### src/rtl/bsg_cover_rx.sv
// Receive side of the coverage drain stream: rebuilds width_p-bit entries from
// MSW-first beats, hands them downstream, and tracks burst counts and protocol errors.
module bsg_cover_rx #(
    parameter int width_p     = 40,
    parameter int out_width_p = 32,
    parameter int els_p       = 16
) (
    input  logic                   clk_i,
    input  logic                   reset_n_i,
    input  logic                   v_i,
    input  logic [out_width_p-1:0] data_i,
    input  logic                   last_i,
    output logic                   ready_o,
    output logic                   v_o,
    output logic [width_p-1:0]     data_o,
    output logic                   last_o,
    input  logic                   ready_i,
    output logic [7:0]             burst_cnt_o,
    output logic                   burst_done_o,
    output logic [2:0]             err_o,
    input  logic                   clear_err_i
);
    localparam int div_lp    = (width_p + out_width_p - 1) / out_width_p;
    localparam int pad_lp    = div_lp * out_width_p - width_p;
    localparam int asm_w_lp  = div_lp * out_width_p;
    localparam int beat_w_lp = (div_lp > 1) ? $clog2(div_lp) : 1;

    typedef enum logic {COLLECT, OUTPUT} state_e;

    state_e                 state_reg, state_next;
    logic [beat_w_lp-1:0]   beat_reg;
    logic [asm_w_lp-1:0]    asm_reg, asm_shift;
    logic [7:0]             entry_reg, entry_inc;
    logic [width_p-1:0]     data_reg;
    logic                   last_reg, done_reg;
    logic [7:0]             burst_cnt_reg;
    logic [2:0]             err_reg, err_next;
    logic                   pad_nz, accept, final_beat, framing, entry_done, handoff;

    // The assembly register holds earlier (more significant) words above the new beat.
    generate
        if (div_lp == 1) begin : g_single
            assign asm_shift = data_i;
        end else begin : g_multi
            assign asm_shift = {asm_reg[asm_w_lp-out_width_p-1:0], data_i};
        end
        if (pad_lp > 0) begin : g_pad
            assign pad_nz = |asm_shift[asm_w_lp-1 -: pad_lp];
        end else begin : g_nopad
            assign pad_nz = 1'b0;
        end
    endgenerate

    assign accept     = (state_reg == COLLECT) && v_i;
    assign final_beat = (beat_reg == beat_w_lp'(div_lp - 1));
    assign framing    = accept && last_i && !final_beat;
    assign entry_done = accept && final_beat;
    assign handoff    = (state_reg == OUTPUT) && ready_i;
    assign entry_inc  = (entry_reg == 8'hFF) ? 8'hFF : entry_reg + 8'd1;

    always_ff @(posedge clk_i or negedge reset_n_i) begin
        if (!reset_n_i) state_reg <= COLLECT;
        else            state_reg <= state_next;
    end

    always_comb begin
        state_next = state_reg;
        case (state_reg)
            COLLECT: if (entry_done) state_next = OUTPUT;
            OUTPUT:  if (ready_i)    state_next = COLLECT;
            default: state_next = COLLECT;
        endcase
    end

    // Error events take priority over a same-cycle clear.
    always_comb begin
        err_next = clear_err_i ? 3'b000 : err_reg;
        if (framing)
            err_next[0] = 1'b1;
        if (entry_done && pad_nz)
            err_next[2] = 1'b1;
        if (handoff && ((last_reg && entry_inc != 8'(els_p)) ||
                        (!last_reg && entry_inc == 8'(els_p))))
            err_next[1] = 1'b1;
    end

    always_ff @(posedge clk_i or negedge reset_n_i) begin
        if (!reset_n_i) begin
            beat_reg      <= '0;
            asm_reg       <= '0;
            entry_reg     <= '0;
            data_reg      <= '0;
            last_reg      <= 1'b0;
            done_reg      <= 1'b0;
            burst_cnt_reg <= '0;
            err_reg       <= '0;
        end else begin
            done_reg <= 1'b0;
            err_reg  <= err_next;
            if (framing) begin
                beat_reg  <= '0;
                asm_reg   <= '0;
                entry_reg <= '0;
            end else if (entry_done) begin
                beat_reg <= '0;
                asm_reg  <= '0;
                data_reg <= asm_shift[width_p-1:0];
                last_reg <= last_i;
            end else if (accept) begin
                beat_reg <= beat_reg + 1'b1;
                asm_reg  <= asm_shift;
            end
            if (handoff) begin
                if (last_reg) begin
                    burst_cnt_reg <= entry_inc;
                    done_reg      <= 1'b1;
                    entry_reg     <= '0;
                end else begin
                    entry_reg <= entry_inc;
                end
            end
        end
    end

    assign ready_o      = (state_reg == COLLECT);
    assign v_o          = (state_reg == OUTPUT);
    assign data_o       = data_reg;
    assign last_o       = last_reg;
    assign burst_cnt_o  = burst_cnt_reg;
    assign burst_done_o = done_reg;
    assign err_o        = err_reg;
endmodule
### config.mk
export PLATFORM = sky130hd
export DESIGN_NAME = bsg_cover_rx
export DESIGN_NICKNAME = d
export VERILOG_FILES = /design/src/rtl/bsg_cover_rx.sv
export SDC_FILE = /design/constraint.sdc
export NUM_CORES = 1
export LEC_CHECK = 0
export CAP_MARGIN = 20
export CORE_ASPECT_RATIO = 2
export CORE_MARGIN = 2
export CORE_UTILIZATION = 43
export DETAILED_ROUTE_END_ITERATION = 16
export MAX_ROUTING_LAYER = met4
export PLACE_DENSITY = 0.7
export SLEW_MARGIN = 20
export SYNTH_ARGS = -nofsm -noshare
export SYNTH_HDL_FRONTEND = slang
export SYNTH_SLANG_ARGS = --single-unit
### constraint.sdc
create_clock -name clk_i -period 1.9 [get_ports clk_i]
set_clock_uncertainty 0.05 [all_clocks]
set_input_delay 0.38 -clock clk_i [delete_from_list [all_inputs] [get_ports clk_i]]
set_output_delay 0.38 -clock clk_i [all_outputs]
set_load 0.02 [all_outputs]
After elaboration in Yosys (flattened, before gate mapping). Cells that the tools add are included.

Register bits after elaboration: 95. Input port bits: 38. Output and inout port bits: 55.

Add/sub/neg operators: 2. Equal/unequal tests: 3. Multiplexer cells: 19. Bitwise operators: 2. Reduce and logical (&&, ||, !) cells: 20.

Operators by type and width (count): 32-bit 2-to-1 mux (3); 8-bit 2-to-1 mux (4); 24-bit OR reduction (1); 1-bit 2-to-1 mux (10); 1-bit logical AND (9); 8-bit by 1-bit adder with 8-bit output (second input constant) (1); 8-bit by 5-bit == test with 1-bit output (second input constant) (1); 8-bit == test (second input constant) (1); 8-bit by 5-bit inequality test with 1-bit output (second input constant) (1); 2-bit nonzero test (4); 2-bit AND reduction (2); 3-bit 2-to-1 mux (1); 3-bit nonzero test (1); 1-bit logical NOT (2); 1-bit NOT (2); 1-bit one-hot mux with 2 select lines (1); 1-bit adder (second input constant) (1); 1-bit logical OR (1).

Longest topological paths before layout. Gate-level depths: netlist of the first run.

Depth after elaboration: 7. Gate-level depth with buffers: 8. Mapped depth without buffers: 6.

Worst setup path after synthesis of the first run. No wires, ideal clock.

Kind: register to register. Start: reg entry_reg[0]. End: reg err_reg[1] (netlist: err_o[1]). Setup time: 122 ps. Arrival: 1601 ps. Data required time: 1728 ps. Slack: 127 ps. Cell stages (with the launch flop): 8. Clock period less this slack: 1773 ps. Cells stage by stage: dfrtp_1 > ha_1 > clkbuf_8 > nand3_4 > or4_1 > o311ai_1 > a31o_1 > nand2_1.

Longest elaborated chain between the ends: 7. Elaborated cells between the ends (all ways): 11. Classes of those cells: 1 x add/sub; 3 x eq/ne; 2 x mux; 5 x reduce/logical.

Ends and longest elaborated chain: start, declared (line 33) `logic [7:0] entry_reg, entry_inc;`; start signal, assigned (line 119) `entry_reg <= entry_inc;`; 8-bit by 1-bit adder with 8-bit output / 8-bit == test (equally long branches) (line 59) `assign entry_inc = (entry_reg == 8'hFF) ? 8'hFF : entry_reg + 8'd1;`; 8-bit 2-to-1 mux * (line 59); 8-bit by 5-bit inequality test with 1-bit output / 8-bit by 5-bit == test with 1-bit output (equally long branches) (line 82, 83); 1-bit logical AND, on equally long branches (line 82, 83); 1-bit logical OR * (line 82) `if (handoff && ((last_reg && entry_inc != 8'(els_p)) ||`; 1-bit logical AND * (line 82); 1-bit 2-to-1 mux / 2-bit nonzero test (equally long branches); end signal, assigned (line 99) `err_reg <= err_next;`; end, declared (line 37) `logic [2:0] err_reg, err_next;`.

Every way passes the cells marked *; elsewhere a longest branch is shown, timed or not. A chain may end at the register's enable or synchronous reset.

Worst setup path in the final report of the first run.
Start: reg last_reg (netlist: last_o). End: out last_o.

RTL lines: start, declared (line 35) `logic last_reg, done_reg;`; start signal, assigned (line 108) `last_reg <= last_i;`; end, declared (line 16) `output logic last_o,`.

No word-level cell between the ends.

==> results.sh, run 1 <==
export IMPL_vdd_drop_max_mv=1.01
export IMPL_synth_top_cell_by_area="dfrtp_1"
export IMPL_cp_top_family="buffers and inverters"
export IMPL_drtAntennaViolNets=0
export IMPL_rr_endpoint="err_o[1]$_DFFE_PN0P_"
export IMPL_antenna_found_initial=0
export IMPL_cp_required_ns=1.47
export IMPL_ys_ff_latch=95
export IMPL_setup_violations=0
export IMPL_cp_startpoint="last_o$_DFFE_PN0P_"
export IMPL_wl_per_cell_um=18.2
export IMPL_clk_latency_ns=0.35
export IMPL_synth_top_area_share_pct=61.8
export IMPL_drt_total_wl_um=9120
export IMPL_coreArea_um2=8650
export IMPL_cts_made_buffers=9
export IMPL_grt_util_met1_pct=21.5
export IMPL_grt_ovfl_total=0
export IMPL_tightestPinTransition_ns=0.382
export IMPL_synth_edf_count=0
export IMPL_worst_setup_path_end_kind="output pin"
export IMPL_hold_viol_final=0
export IMPL_crit_arrival_ns=1.41
export IMPL_vias_per_cell=5.62
export IMPL_crit_path_max_incr_delay_ns=0.63
export IMPL_combinationalPowerShare_pct=38.8
export IMPL_dpl_cell_count=484
export IMPL_cts_clk_slew_worst_paths_ns=0.06
export IMPL_synth_distinct_cells=46
export IMPL_rsz0062_at_grt="false"
export IMPL_worst_path_buf_inv=1
export IMPL_drc=0
export IMPL_finalNetCount=435
export IMPL_switching_power_mw=2.67
export IMPL_initial_core_util_pct=44.5
export IMPL_grt_pass1_wl_um=14500
export IMPL_cts_tree="yes"
export IMPL_routabilityCongestion=0.808
export IMPL_relSlewSlack_pct=74.3
export IMPL_die_x_um=70.9
export IMPL_synth_ff_type="dfrtp_1"
export IMPL_htree_num_levels=3
export IMPL_synth_async_reset_ratio_pct=100
export IMPL_cp_max_fo=5
export IMPL_num_antenna_cells=0
export IMPL_dpl_hpwl_um=6550
export IMPL_grt_max_degree=50
export IMPL_via_count=2815
export IMPL_p_int_mw=5.50
export IMPL_largest_register_ffs=40
export IMPL_fill_cells=743
export IMPL_use_met3_pct=3.80
export IMPL_crit_cells=1
export IMPL_min_path_type="reg -> reg"
export IMPL_clock_fmax_mhz=545
export IMPL_synth_seq_area_share_pct=61.8
export IMPL_crit_end="last_o"
export IMPL_pwr_share_clk_pct=22.6
export IMPL_tns_ns=0
export IMPL_cts_setup_buffers=0
export IMPL_grt_pass1_vias=2887
export IMPL_startpoint_type="flip-flop"
export IMPL_drt_iter0_drc=223
export IMPL_fin_crit_sh_pct=96.7
export IMPL_firstDrtPassIters=4
export IMPL_worst_path_max_delay_cell="clkdlybuf4s50_1"
export IMPL_synth_cells=291
export IMPL_slew_viol_final=0
export IMPL_timing_rr_start="entry_reg[2]$_DFFE_PN0P_"
export IMPL_seq_power_share_pct=38.5
export IMPL_p_per_area_nw_per_um2=1540
export IMPL_numClockSinks=95
export IMPL_switching_share_pct=32.7
export IMPL_drive_above_1_share_pct=21.4
export IMPL_syn_to_final_growth_pct=38.0
export IMPL_stdcell_count=501
export IMPL_path_cells="clkdlybuf4s50_1"
export IMPL_rows=48
export IMPL_netlist_area_um2=3850
export IMPL_die_h_um=138
export IMPL_cap_violations=0
export IMPL_grtUsageMet2_pct=35.9
export IMPL_post_route_min_period_ns=1.84
export IMPL_syn_mean_instance_area_um2=13.2
export IMPL_worst_r2r_setup_slack_ns=0.12
export IMPL_synth_area_leaders="dfrtp_1 62%, mux2_2 12%, a22o_1 7.7%"
export IMPL_grt_use_total_pct=20.2
export IMPL_ys_warn_count=0
export IMPL_die_area_um2=9770
export IMPL_p_leak_nw=2.32
export IMPL_status="completed"
export IMPL_numPortBuffers=92
export IMPL_final_common_cell="dfrtp_1"
export IMPL_syn_nets=330
export IMPL_ios=93
export IMPL_layout_common_cells="95 x dfrtp_1, 90 x clkdlybuf4s50_1, 41 x mux2_2"
export IMPL_worst_r2r_cell_count=5
export IMPL_root_buffer="clkbuf_16"
export IMPL_busiest_layer="met2"
export IMPL_crit_type="reg -> out"
export IMPL_clk_path_buf_depth=2
==> cell type report <==
cell class	count	area, um2	share of cell area, %
Sequential cell	95	2380	44.8
Timing Repair Buffer	110	1110	20.9
Clock buffer	11	253	4.76
Multi-Input combinational cell	172	1360	25.6
Tap cell	100	125	2.36
Clock inverter	5	56.3	1.06
Inverter	8	30.0	0.566
==> timing repair <==
| item | CTS | global route |
|---|---|---|
| endpoints found under the hold margin | 28 | 0 |
| hold buffers | 1 | 0 |
| resized for setup | 0 | 3 |
| endpoints found under the setup margin | 0 | 2 |
==> synth_stat cells (all sizes together), types with 2 or more instances <==
cell type / number
a21oi: 7
a21o: 2
clkbuf: 4
nor3: 3
xnor2: 3
a31oi: 5
mux2: 41
nor2: 9
buf: 12
dfrtp: 95
and3: 3
nor4: 6
nand3: 5
inv: 7
nand2b: 2
o21ai: 14
o22ai: 3
nand4: 2
a22o: 34
mux2i: 2
nand2: 16
==> metal layers <==
layer,vias to the layer above,routed length [um]
met1,1430,3340
met4,0,216
li1,1288,-
met5,-,0
met3,15,331
met2,82,5230
==> power by group through the flow <==
stage / registers [mW] / clock network [mW] / logic (mW)
after floorplan: 3.72 / 0 / 1.06
after global placement: 3.14 / 0 / 3.14
after detailed placement: 3.18 / 0 / 3.19
after CTS: 3.15 / 1.88 / 3.21
after global routing: 3.23 / 1.97 / 3.37
final: 3.15 / 1.85 / 3.17
==> worst register-to-register path: cells and delay by family, from the launching register on <==
family             cells  cell delay, ns
AOI/OAI and AO/OA      2            0.33
DFF                    1            0.58
and+or+nand+nor        3            0.72
==> through the flow <==
stage	setup slack (ns)	utilization (%)	instance area (um2)	power (mW)	hold WS, ns
global route	0.0242	61.4	5310	8.58	0.448
CTS	0.00263	61.3	5300	8.24	0.434
global placement	0.116	57.6	4980	6.28	0.277
floorplan	0.127	-	3850	4.78	0.0344
finish	0.0636	61.4	5310	8.16	0.425
detailed placement	0.0915	57.6	4980	6.37	0.279
==> worst min-delay path by stage <==
stage                                           from                         end  slack, ns  cells past startpoint
final                     burst_cnt_o[4]$_DFFE_PN0P_  burst_cnt_o[4]$_DFFE_PN0P_       0.43                      2
after global routing      burst_cnt_o[4]$_DFFE_PN0P_  burst_cnt_o[4]$_DFFE_PN0P_       0.45                      2
after CTS                 burst_cnt_o[4]$_DFFE_PN0P_  burst_cnt_o[4]$_DFFE_PN0P_       0.43                      2
after detailed placement                   reset_n_i       data_o[0]$_DFFE_PN0P_       0.28                      1
after global placement                     reset_n_i      data_o[32]$_DFFE_PN0P_       0.28                      1
after floorplan                            reset_n_i      asm_reg[0]$_DFFE_PN0P_       0.03                      0
==> kinds of logic after synthesis <==
| logic type | share of synthesized area (%) |
|---|---|
| flops | 61.8 |
| compound gates | 13.7 |
| simple gates | 7.35 |
| mux | 12.5 |
| buf+inv | 3.38 |
| xor+xnor | 0.911 |
| fa+ha+maj | 0.325 |
(Power assumes the default switching activity.)
==> run 2: changes to the inputs <==
HOLD_SLACK_MARGIN = 0.02   (was unset)
==> results of run 2 <==
Final layout, timing and power as in run 1 (identical DEF).
==> run 3: changes to the inputs <==
CORE_ASPECT_RATIO = 0.8   (was 2)
==> run 3 against run 2 <==
Compared with the run above:
- utilization is 0.59 points lower
- global-route usage is 0.82 points lower
- cell area is 1.6% lower
- sequential power hardly changed
- via count is 2.1% lower
- die area is 0.42% lower
- critical path type unchanged
- critical endpoint is now v_o
- largest cell class unchanged
- largest power group is now registers
==> results.sh, run 3 (same netlist as run 1, synthesis figures left out) <==
export IMPL_rsz0062_at_grt="false"
export IMPL_grt_util_met1_pct=26.4
export IMPL_worst_setup_path_end_kind="output pin"
export IMPL_clock_fmax_mhz=542
export IMPL_fin_crit_sh_pct=97.0
export IMPL_p_per_area_nw_per_um2=1440
export IMPL_final_area_um2=5230
export IMPL_use_met3_pct=6.04
export IMPL_hold_viol_final=0
export IMPL_root_buffer="clkbuf_8"
export IMPL_cts_made_buffers=9
export IMPL_drt_iter0_drc=93
export IMPL_antenna_found_initial=0
export IMPL_combinationalPowerShare_pct=41.9
export IMPL_crit_arrival_ns=1.41
export IMPL_relSlewSlack_pct=73.0
export IMPL_stdcell_count=515
export IMPL_vias_per_cell=5.35
export IMPL_routabilityCongestion=0.926
export IMPL_grtUsageMet2_pct=28.5
export IMPL_tightestPinTransition_ns=0.405
export IMPL_busiest_layer="met2"
export IMPL_startpoint_type="flip-flop"
export IMPL_multi_input_area_um2=1360
export IMPL_cp_top_family="buffers and inverters"
export IMPL_die_x_um=110
export IMPL_dpl_hpwl_um=6150
export IMPL_syn_to_final_growth_pct=35.8
export IMPL_holdWs_ns=0.433
export IMPL_num_antenna_cells=0
export IMPL_vdd_drop_max_mv=0.882
export IMPL_clk_latency_ns=0.35
export IMPL_rr_endpoint="err_o[1]$_DFFE_PN0P_"
export IMPL_min_path_type="reg -> reg"
export IMPL_clk_path_buf_depth=2
export IMPL_holdCritStartpoint="burst_cnt_o[6]$_DFFE_PN0P_"
export IMPL_numClockSinks=95
export IMPL_die_h_um=88.6
export IMPL_layout_common_cells="95 x dfrtp_1, 89 x clkdlybuf4s50_1, 41 x mux2_2"
export IMPL_fill_cells=731
export IMPL_pwr_share_clk_pct=16.4
export IMPL_largest_register_ffs=40
export IMPL_wl_per_cell_um=16.7
export IMPL_initial_core_util_pct=44.8
export IMPL_worst_r2r_cell_count=6
export IMPL_cts_tree="yes"
export IMPL_rows=30
export IMPL_slew_viol_final=0
export IMPL_p_int_mw=4.95
export IMPL_via_count=2757
export IMPL_switching_share_pct=34.2
export IMPL_grt_use_total_pct=19.4
export IMPL_dpl_cell_count=499
export IMPL_regArea_um2=2380
export IMPL_drc=0
export IMPL_htree_num_levels=3
export IMPL_grt_ovfl_total=0
export IMPL_postPlaceCellArea_um2=5030
export IMPL_ios=93
export IMPL_timing_rr_start="entry_reg[0]$_DFFE_PN0P_"
export IMPL_drive_above_1_share_pct=21.6
export IMPL_drt_total_wl_um=8580
export IMPL_firstDrtPassIters=4
export IMPL_worst_path_max_delay_cell="clkdlybuf4s50_1"
export IMPL_dpl_worst_slack_ns=0.0879
export IMPL_path_cells="clkdlybuf4s50_1"
export IMPL_tns_ns=0
export IMPL_worst_path_buf_inv=1
export IMPL_setup_violations=0
export IMPL_finalNetCount=438
export IMPL_crit_type="reg -> out"
export IMPL_cap_violations=0
export IMPL_cts_setup_buffers=0
export IMPL_grt_pass1_wl_um=13800
export IMPL_cp_max_fo=4
export IMPL_coreArea_um2=8600
export IMPL_final_common_cell="dfrtp_1"
export IMPL_setup_ws_ns=0.0562
export IMPL_die_area_um2=9720
export IMPL_seq_power_share_pct=41.8
export IMPL_status="completed"
export IMPL_p_leak_nw=2.29
export IMPL_worst_r2r_setup_slack_ns=0.12
export IMPL_drtAntennaViolNets=0
export IMPL_grt_pass1_vias=2752
export IMPL_grt_max_degree=37
export IMPL_hold_depth=2
export IMPL_numPortBuffers=92
export IMPL_cts_clk_slew_worst_paths_ns=0.09
export IMPL_crit_path_max_incr_delay_ns=0.64
export IMPL_post_route_min_period_ns=1.84
export IMPL_cp_required_ns=1.47
export IMPL_min_to="burst_cnt_o[6]$_DFFE_PN0P_"
export IMPL_switching_power_mw=2.58
==> run 3: how the worst max path moves through the flow <==
stage | startpoint | endpoint | slack, ns | depth (start not counted)
after floorplan | entry_reg[0]$_DFFE_PN0P_ | err_o[1]$_DFFE_PN0P_ | 0.13 | 7
after global placement | ready_i | entry_reg[2]$_DFFE_PN0P_ | 0.12 | 5
after detailed placement | ready_i | entry_reg[2]$_DFFE_PN0P_ | 0.09 | 5
after CTS | v_o$_DFF_PN0_ | v_o | 0.03 | 1
after global routing | v_o$_DFF_PN0_ | v_o | 0.004 | 1
final | v_o$_DFF_PN0_ | v_o | 0.06 | 1
==> run 3: per-stage QoR <==
| stage | utilization (%) | total power, mW |
|---|---|---|
| 4_1_cts | 60.7 | 7.61 |
| 3_5_place_dp | 58.5 | 6.37 |
| 6_report | 60.8 | 7.53 |
| 5_1_grt | 60.8 | 7.94 |
| 3_3_place_gp | 58.5 | 6.27 |
| 2_1_floorplan | - | 4.78 |
==> run 3: power by group through the flow <==
stage	Clock, mW	Sequential (mW)	Combinational [mW]
after global placement	0	3.14	3.13
after detailed placement	0	3.17	3.19
final	1.23	3.15	3.15
after global routing	1.34	3.24	3.36
after CTS	1.27	3.15	3.19
after floorplan	0	3.72	1.06
==> run 3: per-layer routing <==
layer	share of wire [%]	vias up
met5	0	-
met4	1.2	0
met3	6.7	12
met2	46	83
met1	46	1372
li1	-	1290
==> run 3: layout make-up <==
| class | count | area share [%] |
|---|---|---|
| clock buffers | 12 | 2.97 |
| flip-flops and latches | 95 | 45.5 |
| inverters | 8 | 0.575 |
| repair buffers | 113 | 21.8 |
| clock inverters | 3 | 0.503 |
| well taps | 112 | 2.68 |
| multi-input cells | 172 | 26.0 |
==> run 3: worst min-delay path, cell delays in order, from the launching register on <==
cell and delay, ns:
dfrtp_1 0.35, nand2_1 0.04, o21ai_0 0.06
==> run 3: what timing repair did <==
action / CTS / global route
hold buffers: 1 / 0
endpoints found under the hold margin: 27 / 0
pin swaps: 0 / 0
gates resized for setup: 2 / 2
setup endpoints to repair: 2 / 1
